[src/rtl/bios_loader.sv]
// bios_loader: boot-time copier of the BIOS image from flash into SD-RAM,
// one byte per read/write handshake pair, with per-transaction timeout.
module bios_loader #(
    parameter logic [23:0] SRC_ADDR   = 24'h10_0000,
    parameter logic [23:0] DST_ADDR   = 24'h70_0000,
    parameter logic [23:0] LENGTH     = 24'h02_4000,
    parameter logic [15:0] TIMEOUT    = 16'hFFFF,
    parameter bit          AUTO_START = 1'b1
) (
    input  logic        CLK,
    input  logic        RESET_n,
    input  logic        START,
    output logic        FLASH_RD,
    output logic [23:0] FLASH_ADDR,
    input  logic        FLASH_VALID,
    input  logic [7:0]  FLASH_RDATA,
    output logic        RAM_WR,
    output logic [23:0] RAM_ADDR,
    output logic [7:0]  RAM_WDATA,
    input  logic        RAM_ACK,
    output logic        BUSY,
    output logic        DONE,
    output logic        ERR
);

    typedef enum logic [2:0] {
        S_IDLE,
        S_RD,
        S_WR,
        S_DONE,
        S_ERR
    } state_t;

    // An empty image completes without touching either bus.
    localparam state_t S_GO = (LENGTH != '0) ? S_RD : S_DONE;

    state_t      state;
    state_t      state_nxt;
    logic [23:0] count;
    logic [15:0] tmo;
    logic [7:0]  wdata;
    logic        first;
    logic        launch;
    logic        last;
    logic        tmo_hit;

    assign last    = (count == LENGTH - 24'd1);
    assign tmo_hit = (tmo == TIMEOUT);

    always_comb begin
        launch = 1'b0;
        unique case (state)
            S_IDLE:        launch = START | (first & AUTO_START);
            S_DONE, S_ERR: launch = START;
            default:       launch = 1'b0;
        endcase
    end

    always_ff @(posedge CLK or negedge RESET_n) begin
        if (!RESET_n) begin
            state <= S_IDLE;
        end else begin
            state <= state_nxt;
        end
    end

    always_comb begin
        state_nxt = state;
        unique case (state)
            S_IDLE, S_DONE, S_ERR: begin
                if (launch) state_nxt = S_GO;
            end
            S_RD: begin
                if (FLASH_VALID)  state_nxt = S_WR;
                else if (tmo_hit) state_nxt = S_ERR;
            end
            S_WR: begin
                if (RAM_ACK)      state_nxt = last ? S_DONE : S_RD;
                else if (tmo_hit) state_nxt = S_ERR;
            end
            default: state_nxt = S_IDLE;
        endcase
    end

    always_comb begin
        FLASH_RD = (state == S_RD);
        RAM_WR   = (state == S_WR);
        BUSY     = (state == S_RD) || (state == S_WR);
        DONE     = (state == S_DONE);
        ERR      = (state == S_ERR);
    end

    // The failing byte's index is kept in count after a timeout.
    always_ff @(posedge CLK or negedge RESET_n) begin
        if (!RESET_n) begin
            count <= '0;
            tmo   <= '0;
            wdata <= '0;
            first <= 1'b1;
        end else begin
            first <= 1'b0;
            if (launch) begin
                count <= '0;
                tmo   <= '0;
            end else if (state == S_RD) begin
                if (FLASH_VALID) begin
                    wdata <= FLASH_RDATA;
                    tmo   <= '0;
                end else if (!tmo_hit) begin
                    tmo <= tmo + 16'd1;
                end
            end else if (state == S_WR) begin
                if (RAM_ACK) begin
                    tmo <= '0;
                    if (!last) count <= count + 24'd1;
                end else if (!tmo_hit) begin
                    tmo <= tmo + 16'd1;
                end
            end
        end
    end

    assign FLASH_ADDR = SRC_ADDR + count;
    assign RAM_ADDR   = DST_ADDR + count;
    assign RAM_WDATA  = wdata;

endmodule

[config.mk]
export PLATFORM = sky130hd
export DESIGN_NAME = bios_loader
export DESIGN_NICKNAME = d
export VERILOG_FILES = /design/src/rtl/bios_loader.sv
export SDC_FILE = /design/constraint.sdc
export NUM_CORES = 1
export LEC_CHECK = 0
export CORE_MARGIN = 5
export CORE_UTILIZATION = 40
export CTS_BUF_LIST = sky130_fd_sc_hd__clkbuf_16
export DETAILED_ROUTE_END_ITERATION = 8
export MAX_ROUTING_LAYER = met4
export PLACE_DENSITY = 0.74
export SYNTH_ARGS = -nofsm -noshare
export SYNTH_HDL_FRONTEND = slang
export SYNTH_SLANG_ARGS = --single-unit
[constraint.sdc]
create_clock -name CLK -period 1.8 [get_ports CLK]
set_input_delay 0.36 -clock CLK [delete_from_list [all_inputs] [get_ports CLK]]
set_output_delay 0.36 -clock CLK [all_outputs]
set_load 0.02 [all_outputs]
==> load_flow_metrics.sql <==
INSERT INTO impl_metrics (metric_group, metric, value, unit) VALUES
('outcome', 'outcome', 'finished, violations left', ''),
('outcome', 'violations_in_the_final_reports', 'setup timing', ''),
('placed_design', 'gp_routability_congestion', '0.881', ''),
('finish', 'antenna_cells', '0', ''),
('sta', 'setup_tns', '-1.49', 'ns'),
('finish', 'drive_above_1_share', '0.437', ''),
('synth', 'synth_top_flop_cell', 'sky130_fd_sc_hd__dfrtp_1', ''),
('synth', 'ys_types', '63', ''),
('synth', 'seq_area_frac_synth', '0.377', ''),
('floorplanning', 'start_util', '0.416', ''),
('setup_path', 'crit_path_start_kind', 'flip-flop', ''),
('clock_tree', 'clk_pin_slew_worst_paths', '0.08', 'ns'),
('synth', 'number_of_enable_type_register_cells_in_the_synthesized_netlist', '0', ''),
('global_route', 'groute.usage.overall', '0.191', ''),
('setup_path', 'maximum_fanout_encountered_on_the_critical_timing_path', '8', ''),
('sta', 'hold_violations', '0', ''),
('global_route', 'first_global_vias', '3296', ''),
('route', 'detail_route.vias_per_cell', '5.59', ''),
('finish', 'nets', '520', ''),
('sta', 'total_setup_violations_reported_at_the_end_of_the_flow', '28', ''),
('setup_path', 'timing.reg2reg.setup_slack', '-0.13', 'ns'),
('finish', 'finish.instance_area', '5380', 'um^2'),
('synth', 'avgSynthCellArea', '9.46', 'um^2'),
('clock_tree', 'ctsRootBufferMaster', 'sky130_fd_sc_hd__clkbuf_16', ''),
('floorplanning', 'io_pins', '74', ''),
('floorplanning', 'die_width', '103', 'um'),
('power', 'vdd_ir_drop_max', '0.849', 'mV'),
('global_route', 'antenna_found_initial', '0', ''),
('sta', 'max_freq', '0.518', 'GHz'),
('global_route', 'gr-total-overflow', '0', ''),
('placed_design', 'count_of_port_buffers_added_during_placement', '73', ''),
('floorplanning', 'design.core.area', '8300', 'um^2'),
('synth', 'syn_area', '3450', 'um^2'),
('placed_design', 'detailed_place_hpwl', '6740', 'um'),
('sta', 'final.setup_skew', '0.00950', 'ns'),
('finish', 'final_cell_utilization_of_the_core', '0.649', ''),
('setup_path', 'critical_path_arrival', '2.12', 'ns'),
('clock_tree', 'cts_tree', 'built', ''),
('placed_design', 'post-place-ws', '-0.443', 'ns'),
('clock_tree', 'numCtsBuffers', '5', ''),
('synth', 'synthCells', '365', ''),
('synth', 'number_of_warnings_issued_by_yosys', '0', ''),
('sta', 'setup_repair_after_global_routing_missed_its_margin', 'yes', ''),
('route', 'drt-wirelength-per-cell', '17.5', 'um'),
('synth', 'synth-async-reset-ratio', '1.00', ''),
('clock_tree', 'insertion_delay', '0.30', 'ns'),
('route', 'drt_first_iter_violations', '210', ''),
('floorplanning', 'die_height', '103', 'um'),
('sta', 'finalMaxSlewViolations', '0', ''),
('route', 'firstDrtPassIters', '5', ''),
('setup_path', 'worst-endpoint-required', '1.99', 'ns'),
('route', 'via_count', '3399', ''),
('global_route', 'grt_start_max_net_pins', '53', ''),
('sta', 'period_minus_slack', '1.93', 'ns'),
('synth', 'synthesis.nets', '383', ''),
('setup_path', 'critPathCaptureType', 'flip-flop', ''),
('clock_tree', 'cts-htree-levels', '2', ''),
('route', 'postRouteAntennaNets', '0', ''),
('clock_tree', 'cts_sinks', '52', ''),
('floorplanning', 'overall_die_area', '10600', 'um^2'),
('sta', 'final_min_period_over_clock_period', '1.07', ''),
('power', 'p_leak', '2.69', 'nW'),
('floorplanning', 'std_cell_rows', '33', ''),
('power', 'power.density', '949', 'nW/um^2'),
('sta', 'fin_ws', '-0.131', 'ns'),
('synth', 'ys_ff_latch', '52', ''),
('route', 'number_of_design_rule_violations_left_after_detail_routing', '0', ''),
('setup_path', 'setup.worst_path.class', 'flip-flop to flip-flop', ''),
('clock_tree', 'clk_path_buf_depth', '2', ''),
('sta', 'final.hold.worst_slack', '0.0452', 'ns'),
('flow_run', 'max_cap_violations', '0', ''),
('finish', 'syn2layout_area_growth', '55.9', '%'),
('global_route', 'grt_first_pass_wirelength', '15700', 'um'),
('placed_design', 'postPlaceCellArea', '4640', 'um^2'),
('route', 'drt-total-wl', '10700', 'um'),
('worst_hold_path', 'hold_class', 'input pin to asynchronous set/reset pin', '');
## per-stage QoR
| step | instances | total power, mW |
|---|---|---|
| after floorplan | 365 | 2.64 |
| after global placement | 579 | 3.56 |
| after detailed placement | 579 | 3.61 |
| after CTS | 598 | 4.75 |
| after global routing | 608 | 5.34 |
| final | 608 | 5.11 |
## layer usage
metal  global-route usage  vias up  share of wire
li1                     -     1563              -
met1                0.236     1688           0.40
met2                0.324      130           0.53
met3               0.0244       18          0.053
met4               0.0618        0          0.013
met5                    -        -              0
## synthesized netlist by cell type, drive strengths merged (5+ instances only)
cell | number | area, um^2
or3 | 9 | 71.3
o211ai | 9 | 72.6
ha | 5 | 62.6
buf | 53 | 417
nand2 | 26 | 97.6
nor2 | 21 | 78.8
dfrtp | 51 | 1280
xor2 | 8 | 70.1
a21oi | 24 | 120
nor3 | 11 | 92.6
nand4 | 9 | 62.6
mux2 | 8 | 90.1
o21ai | 15 | 82.6
and3 | 6 | 37.5
nand3 | 18 | 100
inv | 11 | 41.3
o31ai | 10 | 75.1
or4 | 11 | 82.6
## placed cells by master (no fill, tap or decap), drive strengths merged, types with 4 or more instances in the layout
| cell type | count |
|---|---|
| buf | 120 |
| dfrtp | 51 |
| clkdlybuf4s50 | 35 |
| nand2 | 26 |
| a21oi | 24 |
| nor2 | 21 |
| dlymetal6s2s | 20 |
| nand3 | 18 |
| o21ai | 15 |
| inv | 11 |
| or4 | 11 |
| nor3 | 11 |
| o31ai | 10 |
| o211ai | 9 |
| nand4 | 9 |
| or3 | 9 |
| xor2 | 8 |
| mux2 | 8 |
| dlygate4sd2 | 8 |
| clkbuf | 6 |
| and3 | 6 |
| ha | 5 |
| mux2i | 4 |
| o21a | 4 |
| nor3b | 4 |
| or2 | 4 |
| nand2b | 4 |
| o22ai | 4 |
## kinds of logic (layout without fill, tap and decap cells)
| kind of cell | Yosys count | count (layout) | synth area share |
|---|---|---|---|
| other | 1 | 1 | 0.00109 |
| AO/OA/AOI/OAI | 80 | 80 | 0.155 |
| multiplexers | 12 | 12 | 0.0377 |
| XOR/XNOR | 10 | 10 | 0.0254 |
| adder cells (fa/ha/maj) | 5 | 5 | 0.0181 |
| flip-flops | 52 | 52 | 0.377 |
| buffers and inverters | 67 | 204 | 0.136 |
| AND/OR/NAND/NOR | 138 | 139 | 0.249 |
## path summary, 6_finish.rpt
| path | end | from | cells past startpoint |
|---|---|---|---|
| min | count[1]$_DFFE_PN0P_ | RESET_n | 2 |
| max | tmo[4]$_DFFE_PN0P_ | tmo[0]$_DFFE_PN0P_ | 7 |
| max reg2reg | tmo[4]$_DFFE_PN0P_ | tmo[0]$_DFFE_PN0P_ | 7 |
| max in group asynchronous | first$_DFF_PN1_ | RESET_n | 2 |
| min reg2reg | RAM_WDATA[0]$_DFFE_PN0P_ | RAM_WDATA[0]$_DFFE_PN0P_ | 1 |
| min in group CLK | RAM_WDATA[0]$_DFFE_PN0P_ | RAM_WDATA[0]$_DFFE_PN0P_ | 1 |
## registers in the layout, indices dropped and copies added (netlist names)
name       count
first          1
count         24
state          3
tmo           16
RAM_WDATA      8
## critical path: stages (launching register included)
cell	delay (ns)
sky130_fd_sc_hd__dfrtp_1	0.38
sky130_fd_sc_hd__ha_2	0.20
sky130_fd_sc_hd__nand4_1	0.13
sky130_fd_sc_hd__buf_4	0.18
sky130_fd_sc_hd__nor4_4	0.27
sky130_fd_sc_hd__and2b_4	0.30
sky130_fd_sc_hd__nor2_1	0.07
sky130_fd_sc_hd__a221o_1	0.29
## what timing repair did
action	in CTS	in global routing
buffers inserted	10	10
endpoints found under the setup margin	43	76
gates cloned	1	1
hold buffers	0	0
pin swaps	14	37
hold endpoints to repair	0	0
resized for setup	69	94
## final cells by class
cell class / count / area [um^2]
Fill cell: 622 / 2920
Multi-Input combinational cell: 247 / 2050
Timing Repair Buffer: 185 / 1680
Sequential cell: 52 / 1310
Tap cell: 105 / 131
Clock buffer: 5 / 125
Clock inverter: 3 / 42.5
Inverter: 11 / 41.3
## power breakdown
| part | internal (mW) | switching (mW) |
|---|---|---|
| sequential | 1.33 | 0.127 |
| clock | 0.654 | 0.450 |
| combinational | 1.25 | 1.30 |
| total | 3.24 | 1.88 |
No activity file was read; power rests on OpenSTA's default activity.
